`src/rtl/frogger_collision_engine.sv`:
```
// frogger_collision_engine: serial per-frame car/frog collision scan with
// lives, respawn handshake and a post-respawn grace window.
//
// Ports:
//   i_Clk, i_Rst          clock, async active-high reset
//   i_Frame_Tick          one pulse per frame, starts a scan
//   i_Frogger_X/Y         frog position (latched on the tick)
//   i_Car_X/Y             packed car positions, car k at [k*COORD_W +: COORD_W]
//   i_Respawn_Ack         frog controller has returned the frog to origin
//   o_Collided            one-cycle hit pulse
//   o_Hit_Index           index of last car hit, held until the next hit
//   o_Respawn_Req         level request, dropped the cycle after the ack
//   o_Lives               remaining lives
//   o_Game_Over           sticky until reset
//   o_Busy                high whenever the engine is not idle
//
// Build option: define FROGGER_GRACE_EN to enable the GRACE window after a
// respawn; without it the engine returns straight to IDLE after the ack.

module frogger_collision_engine #(
    parameter int NUM_CARS     = 5,
    parameter int COORD_W      = 6,
    parameter int CAR_LEN      = 2,
    parameter int LIVES        = 3,
    parameter int GRACE_FRAMES = 30
) (
    input  logic                        i_Clk,
    input  logic                        i_Rst,
    input  logic                        i_Frame_Tick,
    input  logic [COORD_W-1:0]          i_Frogger_X,
    input  logic [COORD_W-1:0]          i_Frogger_Y,
    input  logic [NUM_CARS*COORD_W-1:0] i_Car_X,
    input  logic [NUM_CARS*COORD_W-1:0] i_Car_Y,
    input  logic                        i_Respawn_Ack,
    output logic                        o_Collided,
    output logic [5:0]                  o_Hit_Index,
    output logic                        o_Respawn_Req,
    output logic [3:0]                  o_Lives,
    output logic                        o_Game_Over,
    output logic                        o_Busy
);

    typedef enum logic [2:0] {
        IDLE,
        SCAN,
        HIT,
        RESPAWN,
        GRACE,
        OVER
    } state_t;

    localparam logic [5:0] LAST_IDX = 6'(NUM_CARS - 1);
    localparam logic [7:0] GRACE_LAST = 8'(GRACE_FRAMES - 1);
    localparam logic [COORD_W:0] LEN_M1 = (COORD_W + 1)'(CAR_LEN - 1);

`ifdef FROGGER_GRACE_EN
    localparam state_t ACK_NEXT = GRACE;
`else
    localparam state_t ACK_NEXT = IDLE;
`endif

    state_t             state;
    logic [5:0]         idx;
    logic [7:0]         grace_cnt;
    logic [COORD_W-1:0] frog_x;
    logic [COORD_W-1:0] frog_y;

    logic [COORD_W-1:0] car_x;
    logic [COORD_W-1:0] car_y;
    logic [COORD_W:0]   fx_w;
    logic [COORD_W:0]   cx_w;
    logic [COORD_W:0]   cx_end;
    logic               hit;

    // Car buses are read live; the movers only update on the frame tick.
    assign car_x  = i_Car_X[idx*COORD_W +: COORD_W];
    assign car_y  = i_Car_Y[idx*COORD_W +: COORD_W];

    // One extra bit so a car at the right edge cannot wrap onto column 0.
    assign fx_w   = {1'b0, frog_x};
    assign cx_w   = {1'b0, car_x};
    assign cx_end = cx_w + LEN_M1;
    assign hit    = (car_y == frog_y) && (cx_w <= fx_w) && (fx_w <= cx_end);

    always_ff @(posedge i_Clk or posedge i_Rst) begin
        if (i_Rst) begin
            state         <= IDLE;
            idx           <= '0;
            grace_cnt     <= '0;
            frog_x        <= '0;
            frog_y        <= '0;
            o_Collided    <= 1'b0;
            o_Hit_Index   <= '0;
            o_Respawn_Req <= 1'b0;
            o_Lives       <= 4'(LIVES);
            o_Game_Over   <= 1'b0;
            o_Busy        <= 1'b0;
        end else begin
            o_Collided <= 1'b0;
            case (state)
                IDLE: begin
                    if (i_Frame_Tick) begin
                        frog_x <= i_Frogger_X;
                        frog_y <= i_Frogger_Y;
                        idx    <= '0;
                        state  <= SCAN;
                        o_Busy <= 1'b1;
                    end
                end
                SCAN: begin
                    if (hit) begin
                        state       <= HIT;
                        o_Collided  <= 1'b1;
                        o_Hit_Index <= idx;
                        o_Lives     <= o_Lives - 4'd1;
                    end else if (idx == LAST_IDX) begin
                        state  <= IDLE;
                        idx    <= '0;
                        o_Busy <= 1'b0;
                    end else begin
                        idx <= idx + 6'd1;
                    end
                end
                HIT: begin
                    // o_Lives already holds the decremented value here.
                    if (o_Lives == 4'd0) begin
                        state       <= OVER;
                        o_Game_Over <= 1'b1;
                    end else begin
                        state         <= RESPAWN;
                        o_Respawn_Req <= 1'b1;
                    end
                end
                RESPAWN: begin
                    if (i_Respawn_Ack) begin
                        o_Respawn_Req <= 1'b0;
                        grace_cnt     <= '0;
                        state         <= ACK_NEXT;
                        o_Busy        <= (ACK_NEXT != IDLE);
                    end
                end
                GRACE: begin
                    // The closing tick is consumed here, not used to scan.
                    if (i_Frame_Tick) begin
                        if (grace_cnt == GRACE_LAST) begin
                            grace_cnt <= '0;
                            state     <= IDLE;
                            o_Busy    <= 1'b0;
                        end else begin
                            grace_cnt <= grace_cnt + 8'd1;
                        end
                    end
                end
                OVER: begin
                    state <= OVER;
                end
                default: begin
                    state <= IDLE;
                end
            endcase
        end
    end

endmodule

```
`config.mk`:
```
export PLATFORM = sky130hd
export DESIGN_NAME = frogger_collision_engine
export DESIGN_NICKNAME = d
export VERILOG_FILES = /design/src/rtl/frogger_collision_engine.sv
export SDC_FILE = /design/constraint.sdc
export NUM_CORES = 1
export LEC_CHECK = 0
export BUFFER_PORTS_ARGS = -buffer_cell sky130_fd_sc_hd__buf_2
export CORE_MARGIN = 2
export CORE_UTILIZATION = 43
export DETAILED_ROUTE_END_ITERATION = 6
export GPL_TIMING_DRIVEN = 0
export PLACE_DENSITY = 0.83
export SLEW_MARGIN = 10
export SYNTH_ARGS = -nofsm -noshare
export SYNTH_HDL_FRONTEND = slang
export SYNTH_SLANG_ARGS = --single-unit
```
`constraint.sdc`:
```
create_clock -name i_Clk -period 3.75 [get_ports i_Clk]
set_input_delay 0.1875 -clock i_Clk [delete_from_list [all_inputs] [get_ports i_Clk]]
set_output_delay 0.1875 -clock i_Clk [all_outputs]
set_load 0.005 [all_outputs]
```
### Yosys cells after proc, flatten, opt, wreduce, memory -nomap -nowiden

Index checks and enable logic that the tools add are counted.

* add/subtract/negate cells: 4
* multiply operators: 1
* order comparisons: 2
* equal/unequal tests: 16
* shifts and indexed selects: 2
* muxes and demuxes: 27
* reductions and logical operators: 16

Operators with widths (count)
* 30-bit by 10-bit variable part select with 6-bit output: 2
* 8-bit two-way mux: 3
* 3-bit two-way mux: 7
* 6-bit two-way mux: 3
* 3-bit case mux with 6 select lines: 1
* 8-bit case mux with 2 select lines: 1
* 2-bit != test, second input constant: 7
* 6-bit case mux with 2 select lines: 1
* 1-bit two-way mux: 9
* 3-bit AND reduction: 3
* 8-bit by 1-bit adder with 8-bit output, second input constant: 1
* 8-bit by 5-bit == test with 1-bit output, second input constant: 1
* 6-bit by 2-bit multiplier with 8-bit output, second input constant: 1
* 6-bit by 1-bit adder with 7-bit output, second input constant: 1
* 6-bit by 7-bit <= comparator with 1-bit output: 1
* 7-bit AND reduction: 1
* 6-bit by 1-bit adder with 6-bit output, second input constant: 1
* 3-bit by 2-bit == test with 1-bit output, second input constant: 2
* 3-bit == test, second input constant: 2
* 6-bit by 3-bit == test with 1-bit output, second input constant: 1
* 6-bit == test: 1
* 6-bit <= comparator: 1
* 2-bit AND reduction: 3
* 2-bit nonzero test: 3
* other kinds (10): 11

* register bits: 43
* input bits: 76
* output and inout bits: 14
* word-level logic and storage cells: 79

### Longest topological paths before layout

Gate-level depths: netlist (run 1).

* depth after elaboration: 7
* gate-level depth with buffers: 19
* mapped depth without buffers: 17

### Worst setup path before layout (run 1)

No wires, ideal clock.

* kind: register to register
* from: register idx[2]
* to: register o_Hit_Index[1]
* setup time: 0.128 ns
* arrival time: 3.753 ns
* data required time: 3.622 ns
* slack: -0.130 ns
* cell stages (with the launch flop): 20
* path buffers: 3
* period minus slack after synthesis: 3.880 ns
* cells stage by stage: dfrtp_1 > clkbuf_1 > clkbuf_1 > mux2i_1 > o21ai_0 > a21oi_1 > or3_1 > inv_1 > ha_1 > o21a_1 > nand2_1 > xnor2_1 > ha_1 > a21o_1 > a21oi_1 > a21oi_1 > and2_0 > buf_2 > nor3_4 > mux2_1

* cells in the longest elaborated chain, start to end: 6
* elaborated cells on any way between the ends: 10
* those cells by class: 1 x add/sub; 1 x mul; 2 x order compare; 1 x eq/ne; 2 x shift; 3 x reduce/logical

Ends and longest elaborated chain
* start: declaration: line 63 `logic [5:0] idx;`
* start signal: assignment: line 121 `idx <= idx + 6'd1;`
* 6-bit by 2-bit multiplier with 8-bit output *: line 76, 77
* 30-bit by 10-bit variable part select with 6-bit output (on tied branches): line 76, 77
* 6-bit by 1-bit adder with 7-bit output (tied with other cells): line 82 `assign cx_end = cx_w + LEN_M1;`
* 6-bit by 7-bit <= comparator with 1-bit output / 1-bit logical AND (equally long branches): line 83 `assign hit = (car_y == frog_y) && (cx_w <= fx_w) && (fx_w <= cx_end);`
* 1-bit logical AND *: line 83
* 2-bit AND reduction (no line) *
* end signal: assignment: line 114 `o_Hit_Index <= idx;`
* end: declaration: line 36 `output logic [5:0] o_Hit_Index,`

Every way passes the cells marked *; elsewhere a longest branch is shown, timed or not.
A chain may end at the register's enable or synchronous reset.

### Worst setup path after layout (run 1)

* from: register idx[0]
* to: register o_Hit_Index[1]

The elaborated chain is that of the path after synthesis.

==> summary.txt, run 1 <==
Job
  – Number of max-cap violations: 0

Power
  – PwrDens: 846 mW/mm²
  – P_leak: 2.03 nW
  – Power, Total: 3.59 mW
  – Peak supply drop: 0.000435 V

Synth
  – Asr flop ratio synth: 1.00
  – Synth Warn #: 0
  – Yosys reg bits: 43
  – Synth unique cells: 58
  – Top FF cell, synth: dfrtp_1
  – Area leader, netlist: dfrtp_1
  – Sequential area share after synthesis: 0.340
  – Cells after Synth: 349
  – EDFF count, synth: 0
  – Synth top area share: 0.323
  – Net Count, Synth: 445
  – Top cells by area, synth: dfrtp_1, ha_1, mux2i_1, o21ai_0, nand2_1
  – Synthesized area: 0.00318 mm²
  – Syn Area/Cell: 9.10 µm²

STA
  – Final period utilization: 0.991
  – Setup WS post-layout: 32.2 ps
  – Fmax: 269 MHz
  – Setup tns final: 0 ps
  – Fin. max-slew vios: 0
  – Fin crit period: 3720 ps
  – Slew headroom: 0.427
  – Worst Skew: 6.80 ps
  – RSZ-0062 raised after global routing: yes
  – Final-report setup violation count: 0
  – Final hold violations: 0
  – Tightest Pin Transition: 856 ps

Run status
  – Outcome: finished, final reports clean

Worst hold path
  – Hold Path Origin: i_Frogger_X[4]
  – Hold WC Path Type: in2reg

Global routing
  – Total GRT Usage: 0.215
  – Initial antenna violation count: 0
  – Largest net degree at the start of global routing: 26
  – First-pass GRT wire length: 14300 µm
  – Grt ovf: 0
  – Vias in the first global route: 3098

Critical path
  – Crit path cell chain: buf_6 > buf_6 > mux4_2 > a21oi_4 > nor3_2 > ha_4 > o21a_1 > nand2_1 > xnor2_1 > ha_1 > a21o_1 > a21oi_2 > a21oi_2 > and2_4 > buf_6 > nor3_4 > mux2_4
  – Crit. End Element: flop
  – Most used cell, CP: buf_6
  – Critical path arrival: 3910 ps
  – Highest-delay cell along the critical path: mux4_2
  – WP data required: 3940 ps
  – Worst path top cell family by delay: multiplexers
  – Crit-path max cell delay: 550 ps
  – Largest fanout on the critical path: 10
  – Crit path from: idx[0]
  – WP buf/inv: 3
  – Type of origin of the critical path: flop
  – Critical path type: reg2reg
  – FF-to-FF Start: idx[0]
  – Reg2reg setup slack: 30 ps

Placement
  – IO Port Bufs: 89
  – Final GP Congestion: 0.856
  – DP Wirelength: 6690 µm
  – Placed Area: 0.00377 mm²
  – Pre-CTS WS: -486 ps

Floorplan
  – Num ports: 90
  – DIE AREA: 0.00809 mm²
  – Core ar.: 0.00721 mm²
  – Chip Height: 89.9 µm
  – Initial core utilization: 0.440
  – Rows: 31
  – Die width: 89.9 µm

Finish
  – Synth-to-layout area growth: 33.5%
  – # diodes: 0
  – Fill cell count: 626
  – Final Instance Area: 0.00424 mm²
  – Share of layout cells above drive strength 1: 0.376
  – # nets final: 563

Route
  – Vias: 3235
  – First drt pass iteration count: 5
  – DRT iter0 DRCs: 204
  – Aggregate routed wire length: 9210 µm
  – DRC violations left: 0
  – Number of nets still failing antenna checks after routing: 0
  – Routed WL per cell: 16.2 µm
  – Post-DR vias/cell: 5.71

Clocking
  – Cts bufs inserted: 5
  – Deepest clock path buffer count: 2
  – Clk root buf: clkbuf_8
  – Clock Latency Late Sink: 300 ps
  – CTS tree: yes
  – H-Tree Level Count: 2
  – Clk sinks: 43
  – Worst-path clk slew: 80 ps
-- routing by layer --
metal,track usage,vias up,share of wire
met5,0,-,0
met4,0.0628,0,0.026
met3,0.0503,28,0.067
met2,0.379,129,0.50
met1,0.263,1564,0.41
li1,-,1514,-
-- final cells by class --
type | instances | area [µm²] | area share
multi-input cells | 271 | 2070 | 0.489
flip-flops and latches | 43 | 1080 | 0.255
repair buffers | 112 | 649 | 0.153
well taps | 99 | 124 | 0.0292
plain buffers | 15 | 123 | 0.0289
clock buffers | 6 | 82.6 | 0.0195
inverters | 19 | 73.8 | 0.0174
clock inverters | 2 | 35.0 | 0.00826
-- kinds of logic after synthesis --
kind of cell               synth area share
adders and majority gates            0.0788
muxes                                 0.135
xor gates and xnor gates             0.0221
AOI/OAI and AO/OA                     0.171
buffers and inverters                0.0437
DFF                                   0.340
and+or+nand+nor                       0.210
-- worst min-delay path: stages --
cell and delay [ps]:
buf_2 70, nand2_1 30, o21ai_0 50
-- power by group --
group	switching (mW)	internal, mW	leakage [nW]	total [mW]
Sequential	0.126	0.616	0.552	0.743
Clock	0.163	0.216	0.0612	0.379
Combinational	1.31	1.15	1.42	2.46
-- sequential cells by signal (all words and copies together), names as in the netlist --
register and cells:
o_Respawn_Req 1, o_Game_Over 1, frog_y 6, o_Hit_Index 6, frog_x 6, idx 6, o_Collided 1, state 3
o_Busy 1, grace_cnt 8, o_Lives 4
-- cells in the mapped netlist (3+ instances only) --
cell	instances
ha_1	20
nor2b_1	6
buf_2	6
mux2_2	7
o2bb2ai_1	4
o21ai_0	32
or2_2	3
and3_1	6
inv_1	19
or3b_2	3
o21bai_1	3
o211ai_1	5
nor3_1	12
nand3_1	13
mux2i_1	24
o22ai_1	5
a21oi_1	13
xnor2_1	7
nand2_1	33
clkbuf_1	10
a31oi_1	3
or3_1	3
mux2_4	5
nand2b_1	3
dfrtp_1	41
o21a_1	3
nor2_1	15
o31ai_1	4
nand4_1	4
o311ai_0	3
-- metrics by stage --
stage                     utilization  instances  hold slack (ps)
final                           0.588        567             90.5
after global routing            0.588        567             89.8
after CTS                       0.557        552             85.4
after detailed placement        0.522        538              214
after global placement          0.519        537              395
after floorplan                     -        349              304
-- cells in the final DEF (no fill, tap or decap), drive strengths merged, types with 2 or more instances in the layout --
cell type,count
buf,118
dfrtp,41
nand2,33
o21ai,32
mux2i,24
ha,20
inv,19
nor2,15
nand3,14
clkbuf,14
nor3,13
a21oi,13
mux2,13
xnor2,7
and3,7
nor2b,6
o211ai,5
nand4,5
o22ai,5
o2bb2ai,4
o31ai,4
o21a,3
o21bai,3
nand2b,3
or3b,3
o311ai,3
a31oi,3
or2,3
and4,3
or3,3
and2,3
a21o,2
nand3b,2
dfstp,2
or4b,2
nor3b,2
-- worst paths after layout --
path,to,depth (start not counted)
hold / removal,frog_x[4],3
min in group asynchronous,grace_cnt[0],3
setup reg to reg,o_Hit_Index[1],17
setup / recovery,o_Hit_Index[1],17
max in group asynchronous,idx[2],4
hold reg to reg,o_Game_Over,2
-- repair_timing --
item                                    in CTS  in global routing
hold buffers                                 1                  0
buffers inserted                             5                 16
pin swaps                                    3                 13
endpoints found under the setup margin      20                 20
resized for setup                           21                 25
hold endpoints to repair                    16                  0
(Power assumes the default switching activity.)
==> inputs of run 2 (changes only) <==
ABC_AREA = 1   (was default)
PLACE_DENSITY = 0.7   (was 0.83)
==> run 2 against run 1 <==
Against the previous run:
- die area increased by 3.9%
- sequential cell count unchanged
- final area decreased by 5.2%
- wire length decreased by 13%
- critical endpoint is now idx[4]
==> summary.txt, run 2 <==
Synth
  – Post-synthesis mux area share: 0.0102
  – Net Count, Synth: 569
  – Most common cell in the netlist: nand2_1
  – Largest family of logic cells by synthesized area: simple AND/OR/NAND/NOR gates
  – Area leader, netlist: dfrtp_1
  – Synth Area in Compound Gates: 0.0920
  – Post-synthesis adder-cell area fraction: 0.0757
  – Asr flop ratio synth: 1.00
  – Simple-gate portion of the synthesized area: 0.361
  – Synth unique cells: 39
  – Synth top area share: 0.310
  – Synth Warn #: 0
  – Syn Area/Cell: 6.99 µm²
  – Yosys reg bits: 43
  – Synth top cells by count: nand2_1, inv_1, nor2_1, dfrtp_1, nand3_1
  – Synthesized area: 0.00331 mm²
  – Sequential area share after synthesis: 0.326
  – EDFF count, synth: 0
  – Top cells by area, synth: dfrtp_1, nand2_1, ha_1, inv_1, nor2_1
  – Top FF cell, synth: dfrtp_1
  – Xor/xnor cell area share of the yosys netlist: 0.0212
  – Cells after Synth: 473

STA
  – Fin crit period: 3420 ps
  – RSZ-0062 raised after global routing: no
  – Slew headroom: 0.420
  – Tightest Pin Transition: 863 ps
  – Worst Skew: 14.7 ps
  – Fmax: 293 MHz
  – Final period utilization: 0.912
  – Final hold violations: 0
  – Final-report setup violation count: 0
  – Setup tns final: 0 ps
  – Fin. max-slew vios: 0

Global routing
  – Largest net degree at the start of global routing: 40
  – Vias in the first global route: 3037
  – Grt ovf: 0
  – Initial antenna violation count: 0
  – Total GRT Usage: 0.196
  – First-pass GRT wire length: 13400 µm

Critical path
  – Crit-path max cell delay: 400 ps
  – Most used cell, CP: nand2_1
  – Critical path type: reg2reg
  – WP buf/inv: 5
  – Reg2reg setup slack: 330 ps
  – Crit path from: idx[0]
  – Crit path cell chain: buf_6 > inv_4 > buf_4 > nor2_1 > o22ai_1 > nand2_1 > a21boi_1 > ha_1 > nand2_1 > xnor2_1 > ha_1 > nand2_1 > inv_1 > nand2_1 > nor2_1 > a22oi_1 > nand2_2 > nand3_4 > buf_6 > nand3_1 > nand2_1
  – FF-to-FF Start: idx[0]
  – Crit. End Element: flop
  – Worst path top cell family by delay: simple AND/OR/NAND/NOR gates
  – Type of origin of the critical path: flop
  – Worst setup path end: idx[4]
  – Reg2Reg Depth: 21
  – Critical path arrival: 3660 ps
  – Worst path depth: 21
  – Largest fanout on the critical path: 10
  – Highest-delay cell along the critical path: dfrtp_1
  – Worst R2R End: idx[4]
  – WP data required: 3990 ps

Floorplan
  – Rows: 31
  – Die width: 91.7 µm
  – Num ports: 90
  – Initial core utilization: 0.451
  – Chip Height: 91.7 µm
  – DIE AREA: 0.00841 mm²
  – Core ar.: 0.00733 mm²

Power
  – Switching portion of total power: 0.464
  – PwrDens: 655 mW/mm²
  – Clk pwr share: 0.140
  – Logic gate share of total power: 0.594
  – Reg power frac: 0.266
  – P_leak: 2.29 nW
  – Internal: 1.41 mW
  – Power, Total: 2.63 mW
  – Peak supply drop: 0.000359 V
  – P_sw: 1.22 mW

Placement
  – Final GP Congestion: 0.862
  – IO Port Bufs: 89
  – DP Wirelength: 6480 µm

Clocking
  – CTS tree: yes
  – Clk sinks: 43
  – Cts bufs inserted: 5
  – Deepest clock path buffer count: 2
  – Worst-path clk slew: 90 ps
  – Clk root buf: clkbuf_8
  – Clock Latency Late Sink: 300 ps
  – H-Tree Level Count: 2
  – Post-CTS Setup Bufs: 0

Finish
  – # diodes: 0
  – Max reg flops: 8
  – Sequential cell area: 0.00108 mm²
  – Share of layout cells above drive strength 1: 0.259
  – Commonest non-fill, non-tap cells in the layout: nand2_1, buf_2, inv_1
  – Synth-to-layout area growth: 21.6%
  – Largest Register: grace_cnt
  – # nets final: 667
  – Fill cell count: 719
  – Commonest non-fill, non-tap cell in the layout: nand2_1
  – Multi-input gate area: 0.00185 mm²

Route
  – Aggregate routed wire length: 8020 µm
  – Post-DR vias/cell: 4.85
  – DRC violations left: 0
  – Number of nets still failing antenna checks after routing: 0
  – Vias: 3252
  – Routed WL per cell: 11.9 µm
  – First drt pass iteration count: 5
  – DRT iter0 DRCs: 128

Worst hold path
  – Hold Crit Depth: 2
  – Hold WC Path Type: in2reg

Job
  – Number of max-cap violations: 0

Run status
  – Outcome: finished, final reports clean
-- run 2: cell types whose count changed after synthesis, sizes merged, moves of 6 or more --
cell	change
and3	-6
buf	+6
clkbuf	-8
inv	+49
mux2	-10
mux2i	-24
nand2	+124
nand3	+20
nor2	+31
nor2b	-6
o21ai	-8
-- run 2: how the worst min path moves through the flow --
stage                   startpoint   endpoint  slack, ps
floorplan           i_Frogger_Y[2]  frog_y[2]        340
CTS                 i_Frogger_Y[2]  frog_y[2]        120
global route        i_Frogger_Y[2]  frog_y[2]        120
finish              i_Frogger_Y[2]  frog_y[2]        130
detailed placement           i_Rst  frog_x[2]         80
global placement    i_Frogger_X[2]  frog_x[2]        440
-- run 2: layout make-up --
type / count / share of cell area
Buffer: 14 / 0.0289
Clock buffer: 5 / 0.0171
Clock inverter: 3 / 0.0115
Inverter: 68 / 0.0641
Multi-Input combinational cell: 348 / 0.461
Sequential cell: 43 / 0.268
Tap cell: 99 / 0.0308
Timing Repair Buffer: 91 / 0.118
-- run 2: metal layers --
layer  vias up  GRT usage  share of wire
li1       1696          -              -
met1      1441      0.263           0.48
met2       107      0.316           0.44
met3         8     0.0411          0.068
met4         0     0.0644          0.012
met5         -          0              0
-- run 2: power groups by stage --
| stage | clock, mW | combinational (mW) | sequential [mW] |
|---|---|---|---|
| 2_1_floorplan | 0 | 1.21 | 0.688 |
| 3_3_place_gp | 0 | 1.51 | 0.706 |
| 3_5_place_dp | 0 | 1.56 | 0.710 |
| 4_1_cts | 0.383 | 1.57 | 0.701 |
| 5_1_grt | 0.398 | 1.81 | 0.722 |
| 6_report | 0.369 | 1.56 | 0.701 |
-- run 2: metrics by stage --
stage                util  setup slack [ps]  instance area (µm²)  hold slack (ps)  cells
floorplan               -               747                 3310              338    473
global placement    0.529               340                 3870              436    661
detailed placement  0.531               247                 3890             78.5    662
CTS                 0.548               214                 4020              116    671
global route        0.548              43.6                 4020              119    671
finish              0.548               331                 4020              134    671
-- run 2: kinds of logic (layout without fill, tap and decap cells) --
group | count (synthesis) | in the layout
DFF | 43 | 43
AOI/OAI and AO/OA | 51 | 51
muxes | 3 | 3
and+or+nand+nor | 266 | 266
xor gates and xnor gates | 8 | 8
buffers and inverters | 82 | 181
adders and majority gates | 20 | 20
-- run 2: repair_timing --
action | in CTS | in global routing
hold buffers | 1 | 0
endpoints found under the hold margin | 31 | 0
endpoints found under the setup margin | 0 | 18
gates resized for setup | 0 | 1
==> inputs of run 3 (changes only) <==
PLACE_DENSITY = 0.74   (was 0.7)
==> run 3 against run 2 <==
Against the previous run:
- worst hold slack got worse by 20 ps
- die area did not move
- wire length up 4.2%
- global-route usage increased by 0.96 points
- final cell count unchanged
- sequential cell count is the same
- critical path depth is 3 lower
==> summary.txt, run 3 (same netlist as run 2, synthesis figures left out) <==
Run status
  – Outcome: finished, final reports clean

Floorplan
  – DIE AREA: 0.00841 mm²
  – Chip Height: 91.7 µm
  – Die width: 91.7 µm
  – Rows: 31
  – Initial core utilization: 0.451
  – Num ports: 90
  – Core ar.: 0.00733 mm²

Finish
  – Largest Register: grace_cnt
  – Multi-input gate area: 0.00185 mm²
  – # nets final: 667
  – Commonest non-fill, non-tap cell in the layout: nand2_1
  – Commonest non-fill, non-tap cells in the layout: nand2_1, buf_2, inv_1
  – Sequential cell area: 0.00108 mm²
  – Fill cell count: 719
  – # diodes: 0
  – Share of layout cells above drive strength 1: 0.259
  – Max reg flops: 8
  – Synth-to-layout area growth: 21.6%

STA
  – Fin. max-slew vios: 0
  – Setup WS post-layout: 375 ps
  – Fmax: 296 MHz
  – Final period utilization: 0.900
  – Slew headroom: 0.405
  – Fin crit period: 3380 ps
  – Final hold violations: 0
  – Worst Skew: 15.9 ps
  – Tightest Pin Transition: 886 ps
  – Setup tns final: 0 ps
  – Final-report setup violation count: 0
  – RSZ-0062 raised after global routing: no

Placement
  – IO Port Bufs: 89
  – DP Wirelength: 6760 µm
  – Pre-CTS WS: 284 ps
  – Final GP Congestion: 0.873

Critical path
  – WP data required: 3960 ps
  – Type of origin of the critical path: flop
  – Critical path arrival: 3580 ps
  – Crit. End Element: flop
  – Largest fanout on the critical path: 10
  – Critical path type: reg2reg
  – Worst setup path end: idx[2]
  – Reg2Reg Depth: 18
  – Worst R2R End: idx[2]
  – Reg2reg setup slack: 370 ps
  – FF-to-FF Start: idx[1]
  – Crit path from: idx[1]

Job
  – Number of max-cap violations: 0

Power
  – PwrDens: 661 mW/mm²
  – Peak supply drop: 0.000392 V
  – P_leak: 2.29 nW

Worst hold path
  – Hold Crit Depth: 2
  – Hold WC Path Type: in2reg

Global routing
  – Total GRT Usage: 0.206
  – First-pass GRT wire length: 14300 µm
  – Vias in the first global route: 3237
  – Grt ovf: 0
  – Initial antenna violation count: 0
  – Largest net degree at the start of global routing: 36

Route
  – Routed WL per cell: 12.5 µm
  – DRT iter0 DRCs: 184
  – First drt pass iteration count: 4
  – DRC violations left: 0
  – Post-DR vias/cell: 4.91
  – Aggregate routed wire length: 8350 µm
  – Vias: 3292
  – Number of nets still failing antenna checks after routing: 0

Clocking
  – Clk root buf: clkbuf_8
  – Deepest clock path buffer count: 2
  – Cts bufs inserted: 5
  – Post-CTS Setup Bufs: 0
  – Clk sinks: 43
  – H-Tree Level Count: 2
  – CTS tree: yes
  – Worst-path clk slew: 100 ps
  – Clock Latency Late Sink: 310 ps
## run 3: final cells by class
| class | count | area share |
|---|---|---|
| Inverter | 68 | 0.0641 |
| Timing Repair Buffer | 91 | 0.118 |
| Clock buffer | 5 | 0.0171 |
| Sequential cell | 43 | 0.268 |
| Buffer | 14 | 0.0289 |
| Multi-Input combinational cell | 348 | 0.461 |
| Clock inverter | 3 | 0.0115 |
| Tap cell | 99 | 0.0308 |
## run 3: per-stage QoR
stage | std cells | hold slack (ps) | total power, mW | util | cell area (µm²)
floorplan | 473 | 338 | 1.90 | - | 3310
global placement | 661 | 438 | 2.21 | 0.529 | 3870
detailed placement | 662 | 119 | 2.29 | 0.531 | 3890
CTS | 671 | 109 | 2.67 | 0.548 | 4020
global route | 671 | 116 | 2.97 | 0.548 | 4020
finish | 671 | 113 | 2.66 | 0.548 | 4020
## run 3: per-layer routing
metal | wire, µm | GRT usage
met3 | 665 | 0.0427
met5 | 0 | 0
met2 | 3780 | 0.346
met4 | 122 | 0.0581
met1 | 3790 | 0.267
## run 3: worst min-delay path by stage
stage / startpoint / endpoint / slack (ps)
2_1_floorplan: i_Frogger_Y[2] / frog_y[2] / 340
3_3_place_gp: i_Frogger_X[0] / frog_x[0] / 440
3_5_place_dp: i_Rst / frog_x[2] / 120
4_1_cts: i_Frogger_Y[5] / frog_y[5] / 110
5_1_grt: i_Frogger_Y[5] / frog_y[5] / 120
6_report: i_Frogger_Y[5] / frog_y[5] / 110
## run 3: repair_timing
action | 4_1_cts | 5_1_grt
hold buffers | 1 | 0
setup endpoints to repair | 0 | 16
hold endpoints to repair | 8 | 0
gates resized for setup | 0 | 1
## run 3: power breakdown
part | switching [mW] | internal [mW]
Sequential | 0.102 | 0.602
Clock | 0.174 | 0.201
Combinational | 0.966 | 0.612
Total | 1.24 | 1.41
## run 3: worst max-delay path: stages, from the launching register on
cell and delay [ps]:
dfrtp_1 500, inv_2 160, buf_6 180, o21ai_0 110
o22ai_1 120, nand2_1 70, a21boi_1 290, ha_1 280
nand2_1 90, xnor2_1 180, ha_1 280, a21o_1 180
a21oi_1 130, a22oi_1 90, nand2_2 130, nand3_4 140
buf_6 200, nand3_1 70, nand2_1 60
